--- src/rtl/triangle_bbox_scanner.sv ---
// Triangle bounding-box scanner: latches three vertices, then streams every
// integer point of their bounding box in raster order over valid/ready.
module triangle_bbox_scanner #(
    parameter int W  = 11,
    parameter int CW = 2*W+1
) (
    input  logic          clk,
    input  logic          rst,
    input  logic          start,
    input  logic [W-1:0]  p1x,
    input  logic [W-1:0]  p1y,
    input  logic [W-1:0]  p2x,
    input  logic [W-1:0]  p2y,
    input  logic [W-1:0]  p3x,
    input  logic [W-1:0]  p3y,
    output logic [W-1:0]  px,
    output logic [W-1:0]  py,
    output logic          out_valid,
    input  logic          out_ready,
    output logic          busy,
    output logic          done,
    output logic [CW-1:0] count
);

    typedef enum logic [1:0] {
        S_IDLE,
        S_BBOX,
        S_SCAN,
        S_DONE
    } state_t;

    state_t r_state;
    state_t w_next;

    logic [W-1:0]  r_x1, r_y1, r_x2, r_y2, r_x3, r_y3;
    logic [W-1:0]  r_xmin, r_xmax, r_ymin, r_ymax;
    logic [W-1:0]  r_px, r_py;
    logic [CW-1:0] r_count;

    logic [W-1:0]  w_xmin, w_xmax, w_ymin, w_ymax;
    logic          w_hs, w_x_end, w_y_end, w_accept;

    function automatic logic [W-1:0] min3(
        input logic [W-1:0] a,
        input logic [W-1:0] b,
        input logic [W-1:0] c
    );
        logic [W-1:0] m;
        m = (a < b) ? a : b;
        return (c < m) ? c : m;
    endfunction

    function automatic logic [W-1:0] max3(
        input logic [W-1:0] a,
        input logic [W-1:0] b,
        input logic [W-1:0] c
    );
        logic [W-1:0] m;
        m = (a > b) ? a : b;
        return (c > m) ? c : m;
    endfunction

    assign w_xmin   = min3(r_x1, r_x2, r_x3);
    assign w_xmax   = max3(r_x1, r_x2, r_x3);
    assign w_ymin   = min3(r_y1, r_y2, r_y3);
    assign w_ymax   = max3(r_y1, r_y2, r_y3);
    assign w_accept = (r_state == S_IDLE) & start;
    assign w_hs     = (r_state == S_SCAN) & out_ready;
    assign w_x_end  = (r_px == r_xmax);
    assign w_y_end  = (r_py == r_ymax);

    assign px    = r_px;
    assign py    = r_py;
    assign count = r_count;

    // State register; reset returns to IDLE at once, which drops out_valid.
    always_ff @(posedge clk or posedge rst) begin
        if (rst) r_state <= S_IDLE;
        else     r_state <= w_next;
    end

    // Next-state and status outputs decoded from the current state.
    always_comb begin
        w_next    = r_state;
        out_valid = 1'b0;
        busy      = 1'b1;
        done      = 1'b0;
        unique case (r_state)
            S_IDLE: begin
                busy = 1'b0;
                if (start) w_next = S_BBOX;
            end
            S_BBOX: w_next = S_SCAN;
            S_SCAN: begin
                out_valid = 1'b1;
                if (w_hs && w_x_end && w_y_end) w_next = S_DONE;
            end
            S_DONE: begin
                done   = 1'b1;
                w_next = S_IDLE;
            end
            default: w_next = S_IDLE;
        endcase
    end

    // Vertex capture; inputs are ignored outside an accepted start.
    always_ff @(posedge clk or posedge rst) begin
        if (rst) begin
            r_x1 <= '0; r_y1 <= '0;
            r_x2 <= '0; r_y2 <= '0;
            r_x3 <= '0; r_y3 <= '0;
        end else if (w_accept) begin
            r_x1 <= p1x; r_y1 <= p1y;
            r_x2 <= p2x; r_y2 <= p2y;
            r_x3 <= p3x; r_y3 <= p3y;
        end
    end

    // Box bounds and raster cursor; the cursor only moves on a handshake
    // and is compared against max before incrementing, so it never wraps.
    always_ff @(posedge clk or posedge rst) begin
        if (rst) begin
            r_xmin <= '0; r_xmax <= '0;
            r_ymin <= '0; r_ymax <= '0;
            r_px   <= '0; r_py   <= '0;
        end else if (r_state == S_BBOX) begin
            r_xmin <= w_xmin; r_xmax <= w_xmax;
            r_ymin <= w_ymin; r_ymax <= w_ymax;
            r_px   <= w_xmin; r_py   <= w_ymin;
        end else if (w_hs) begin
            if (!w_x_end) begin
                r_px <= r_px + 1'b1;
            end else if (!w_y_end) begin
                r_px <= r_xmin;
                r_py <= r_py + 1'b1;
            end
        end
    end

    // Accepted-point counter, cleared by a new start and held otherwise.
    always_ff @(posedge clk or posedge rst) begin
        if (rst)           r_count <= '0;
        else if (w_accept) r_count <= '0;
        else if (w_hs)     r_count <= r_count + 1'b1;
    end

endmodule

--- config.mk ---
export PLATFORM = sky130hd
export DESIGN_NAME = triangle_bbox_scanner
export DESIGN_NICKNAME = d
export VERILOG_FILES = /design/src/rtl/triangle_bbox_scanner.sv
export SDC_FILE = /design/constraint.sdc
export NUM_CORES = 1
export LEC_CHECK = 0
export BUFFER_PORTS_ARGS = -buffer_cell sky130_fd_sc_hd__buf_4
export CORE_AREA = 2 2 141 143
export DETAILED_ROUTE_END_ITERATION = 10
export DIE_AREA = 0 0 143 145
export PLACE_DENSITY = 0.7
export RECOVER_POWER = 25
export SLEW_MARGIN = 25
export SYNTH_ARGS = -nofsm -noshare
export SYNTH_HDL_FRONTEND = slang
export SYNTH_SLANG_ARGS = --single-unit
--- constraint.sdc ---
create_clock -name clk -period 5.2 [get_ports clk]
set_input_delay 0.52 -clock clk [delete_from_list [all_inputs] [get_ports clk]]
set_output_delay 0.52 -clock clk [all_outputs]
set_load 0.01 [all_outputs]
# ---- Word level (Yosys, flattened, before mapping)
# Index checks and enable logic that the tools add are counted.
dict set report word_totals {
  ff_bits 146
  latchBits 0
  input_bits 70
  elab_cells 68
  output_inout_bits 48
  ram_bits 0
  n_memories 0
  mem_bits_ro 0
}
dict set report classes {
  magnitude_cmp 8
  n_mul 0
  reduce_logical 9
  n_mux 24
  addsub 3
  shift 0
  div_mod_pow 0
  bitwise 2
  n_eq_ne 9
}
# cell count
set ops {}
lappend ops {{2-to-1 mux 11 bit} 16}
lappend ops {{2-to-1 mux 23 bit} 2}
lappend ops {{greater-than comparator 11 bit} 4}
lappend ops {{less-than comparator 11 bit} 4}
lappend ops {{adder 23 x 1 -> 23 bit (second input constant)} 1}
lappend ops {{adder 11 x 1 -> 11 bit (second input constant)} 2}
lappend ops {{== test 11 bit} 2}
lappend ops {{case mux 2 bit (4 select lines)} 1}
lappend ops {{nonzero test 2 bit} 3}
lappend ops {{== test 2 bit (second input constant)} 2}
lappend ops {{2-to-1 mux 2 bit} 2}
lappend ops {{!= test 2 x 1 -> 1 bit (second input constant)} 2}
lappend ops {{AND reduction 2 bit} 2}
lappend ops {{2-to-1 mux 1 bit} 3}
lappend ops {{!= test 3 x 2 -> 1 bit (second input constant)} 1}
lappend ops {{AND reduction 3 bit} 1}
lappend ops {{AND 1 bit} 2}
lappend ops {{== test 2 x 1 -> 1 bit (second input constant)} 1}
lappend ops {{logical AND 1 bit} 2}
lappend ops {{zero test 2 bit} 1}
lappend ops {{!= test 2 bit (second input constant)} 1}

# ---- Longest topological paths before layout
dict set report logic_depth {
  depth_word 6
  mapped_depth 18
}

# ---- Least setup slack after synthesis
# Ideal clock, no wire load.
dict set report synth_timing {
  path_kind {register to register}
  start {reg r_y1[4]}
  end {reg r_ymax[0]}
  stages_incl_launch_ff 18
  period_less_slack_ns 3.828
  arrival_time_ns 3.708
  required_time_ns 5.080
  path_slack_ns 1.372
  n_path_buf 3
  cell_sequence {dfrtp_1 -> ha_1 -> a211o_1 -> o211ai_1 -> a31oi_1 -> or2_1 -> clkbuf_1 -> o31a_1 -> buf_4 -> mux2_4 -> ha_1 -> nor2b_1 -> o21a_1 -> o21ai_0 -> a2111oi_0 -> o21ai_0 -> clkbuf_1 -> a31o_1}
}
dict set report synth_via {
  elab_chain_len 4
}
# item line_no
set synth_rtl {}
lappend synth_rtl {{start: declaration} 35} ;# logic [W-1:0] r_x1, r_y1, r_x2, r_y2, r_x3, r_y3;
lappend synth_rtl {{start signal: assignment} 113} ;# r_x1 <= p1x; r_y1 <= p1y;
lappend synth_rtl {{greater-than comparator 11 bit} 59} ;# m = (a > b) ? a : b;
lappend synth_rtl {{2-to-1 mux 11 bit (*)} 59}
lappend synth_rtl {{greater-than comparator 11 bit} 60} ;# return (c > m) ? c : m;
lappend synth_rtl {{2-to-1 mux 11 bit (*)} 60}
lappend synth_rtl {{end signal: assignment} 128} ;# r_ymin <= w_ymin; r_ymax <= w_ymax;
lappend synth_rtl {{end: declaration} 36} ;# logic [W-1:0] r_xmin, r_xmax, r_ymin, r_ymax;
# Mark *: on every way between the ends. The rest lies on a longest branch, timed or not.
# A chain may end at the register's enable or synchronous reset.

# ---- Worst setup path after layout
dict set report layout_timing {
  start {reg r_y1[6]}
  end {reg r_ymax[5]}
}
# The elaborated chain is that of the path after synthesis.

==> results.ini <==
[placed_design]
placed_cell_area_um2 = 10020
io_buffers = 117
placed_cells = 1272
dp_hpwl_mm = 16.28
place.gp.congestion = 0.9038

[critical_path]
start_kind = register
cp_max_fo = 12
end_kind = register
arrival_ns = 4.94
worstPathRequired_ns = 5.48
critPathKind = reg2reg

[global_routing]
grt_antenna_before_repair = 0
grt_max_degree = 105
grt.total_usage_pct = 22.48
grt_pass1_vias = 7309
grt_pass1_wl_mm = 37.29
gr-total-overflow = 0

[sta]
period_needed_ns = 4.664
setup_violations = 0
drv_slew = 105
slew_headroom_pct = -164.5
worst_pin_slew_ns = 3.968
fin_skew_ns = 0.009194
fmax_ghz = 0.2144
setup_tns_ns = 0
finalHoldViolations = 0
fin_crit_sh_pct = 89.70
hold_ws_ns = 0.2973
rsz0062_at_grt = no

[synth]
yosys_warnings = 0
synth-edff-count = 0
yosysSeqAreaShare_pct = 41.08
yosys_most_used_dff = dfrtp_1
async_reset_ff_share_pct = 100.0
synth_top_family_by_area = compound AO/OA/AOI/OAI gates
yosys_register_bits = 146
yosys.cell_types.count = 67
synth.mux.area_fraction_pct = 8.146
avgSynthCellArea_um2 = 9.646
yosys.area_share.simple_pct = 15.69
synth_xor_area_share_pct = 4.924
netlist_instances = 922
synth_area_um2 = 8894
synth_nets = 1064
synth_fa_ha_area_share_pct = 10.13
synth_compound_area_share_pct = 15.71

[clock_tree]
clkSinkCount = 146
cts_tree = yes
cts_root_buffer = clkbuf_16
worstSkewPairLatency_ns = 0.42
cts_buffers = 17
cts_hold_buf = 0
cts_max_path_buffers = 2
cts.reportedPaths.clkPinSlew_ns = 0.06
htreeDepth = 4

[cells_and_area]
layout.cells.non_filler = 1302
drive_above_1_share_pct = 19.58
finalInstanceArea_um2 = 10650
nFillCells = 1730
syn_to_final_growth_pct = 19.72
finalNetCount = 1168
n_antenna_cell = 0

[die]
fp.dieH_um = 145
initial_utilization_pct = 46.30
coreArea_um2 = 19210
rows = 51
die-area_um2 = 20740
io-pin-count = 118
die_w_um = 143

[worst_hold_path]
holdCritPathClass = in2reg

[drt]
wirelength_mm = 22.33
drt_iter0_drc = 591
drtAntennaViolNets = 0
via_per_inst = 5.621
vias = 7319
detail_route.drc_violations = 0
post_drt_wl_per_cell_um = 17.15
drtPass1Iterations = 6

[run_status]
violations = capacitance limit, slew limit
outcome = complete, but fails checks

[power]
leakagePower_nw = 4.925
ir_drop_uv = 333.5
cellPowerDensity_nw_per_um2 = 770.9

[job]
cap_violations = 1

==> cells in the mapped netlist (2+ instances only) <==
cell type    n  share of area (%)
mux2_1       2               0.25
clkbuf_1    29                1.2
nand2_1     84                3.5
o221ai_1    15                1.5
a2111oi_0    2               0.20
buf_4        3               0.25
a211o_1     10               0.98
o21ai_0     66                3.7
ha_1        72                 10
and3_1      10               0.70
nand2b_1     3               0.21
a221o_1     11                1.2
nand4_1     25                1.8
a21o_1       6               0.51
xor2_1      31                3.1
nand3b_1     7               0.59
inv_1       51                2.2
a21oi_1     30                1.7
a211oi_1     8               0.68
nor4_2       2               0.28
o21ai_1      4               0.23
or3_1        5               0.35
buf_2        7               0.39
nor4_1       3               0.21
and4_1       4               0.39
o21a_1       2               0.17
and2_0       3               0.21
mux2i_1     36                4.1
o211ai_1     3               0.25
o221a_2      2               0.25
nand3_1     22                1.2
o31ai_1     12                1.0
nor2b_1     14               0.98
nor3_1      24                1.4
a31oi_1     13               0.91
nor2_1      68                2.9
and2_1       4               0.28
xnor2_1     19                1.9
nand3_2      2               0.23
a41oi_1      3               0.30
a311oi_1     3               0.30
dfrtp_1    146                 41
mux2_2      29                3.7
buf_1        4               0.17
==> sequential cells by signal (all words and copies together) (netlist names) <==
register / count
count: 23
px: 11
py: 11
r_x1: 11
r_x2: 11
r_x3: 11
r_xmax: 11
r_xmin: 11
r_y1: 11
r_y2: 11
r_y3: 11
r_ymax: 11
r_state: 2
==> critical path, stage by stage, from the launching register on <==
cell and delay, ns:
dfrtp_1 0.41, ha_1 0.31, nand4_1 0.12, a21o_1 0.17, a31oi_1 0.27, or2_1 0.30
o31a_1 0.59, mux2i_1 0.23, ha_1 0.33, nor2b_1 0.14, o21a_1 0.13, o21ai_0 0.09
a2111oi_1 0.58, o21ai_0 0.18, buf_4 0.21, nand2_1 0.27, o221ai_1 0.19
==> final timing paths <==
kind	from	end	slack [ns]	depth (start not counted)
worst max register to register	r_y1[6]$_DFFE_PP0P_	r_ymax[5]$_DFFE_PP0P_	0.54	16
worst max-delay path	r_y1[6]$_DFFE_PP0P_	r_ymax[5]$_DFFE_PP0P_	0.54	16
worst min register to register	r_xmin[5]$_DFFE_PP0P_	r_xmin[5]$_DFFE_PP0P_	0.51	1
max in group asynchronous	rst	r_xmin[9]$_DFFE_PP0P_	1.33	2
worst min-delay path	p2y[10]	r_y2[10]$_DFFE_PP0P_	0.30	3
min in group asynchronous	rst	count[13]$_DFFE_PP0P_	1.60	2
==> report_power, final <==
group | leakage [nW] | internal, W | switching [W] | total [W]
Clock | 0.308 | 0.000856 | 0.000472 | 0.00133
Combinational | 2.79 | 0.00202 | 0.00265 | 0.00467
Sequential | 1.83 | 0.00163 | 0.000581 | 0.00221
==> metal layers <==
layer  share of wire [%]  up-vias  track usage, %
met5                   0        -               0
met4                 1.9        0           7.327
met3                 6.5       29           5.215
met2                  43      249           32.66
met1                  48     3491           33.01
li1                    -     3550               -
==> cell families after synthesis <==
group,Yosys count
multiplexers,68
adder cells (fa/ha/maj),72
buffers and inverters,95
AO/OA/AOI/OAI,205
AND/OR/NAND/NOR,286
flip-flops,146
XOR/XNOR,50
==> what timing repair did <==
item	CTS	global route
setup buffers	0	0
setup endpoints to repair	0	9
gates resized for setup	0	1
==> through the flow <==
step           total power (W)  worst slack (ns)  util [%]
3_3_place_gp          0.006666            0.7945     52.18
4_1_cts               0.008180            0.4316     55.46
3_5_place_dp          0.006806            0.4643     52.18
6_report              0.008208            0.5356     55.44
2_1_floorplan         0.005488            0.7570         -
5_1_grt               0.008929            0.1037     55.44
==> area by class of cell <==
type	instances	area [um^2]	share of cell area (%)
inverter	51	191.4	1.798
tap	265	331.6	3.114
clock buffer	19	442.9	4.160
sequential	146	3654	34.31
clock inverter	11	186.4	1.751
multi-input combinational	681	4873	45.77
timing repair buffer	129	968.4	9.095
==> cell usage in the layout (no fill, tap or decap), types with 4 or more instances in the layout <==
cell	Yosys	layout
nand3_1	22	22
nand2_1	84	84
mux2i_1	36	36
a211o_1	10	10
o21ai_0	66	66
xor2_1	31	31
bufinv_16	0	5
and4_1	4	4
nor2_1	68	68
or3_1	5	5
a21oi_1	30	30
a211oi_1	8	8
nor3_1	24	23
o21ai_1	4	4
a21o_1	6	6
inv_1	51	51
a31oi_1	13	13
ha_1	72	71
and3_1	10	10
nor2b_1	14	14
mux2_2	29	29
nand3b_1	7	7
buf_4	3	128
dfrtp_1	146	146
nand4_1	25	25
clkbuf_16	0	17
clkinv_2	0	4
xnor2_1	19	19
o221ai_1	15	15
a221o_1	11	11
o31ai_1	12	12
Power figures use the tool's default switching activity.
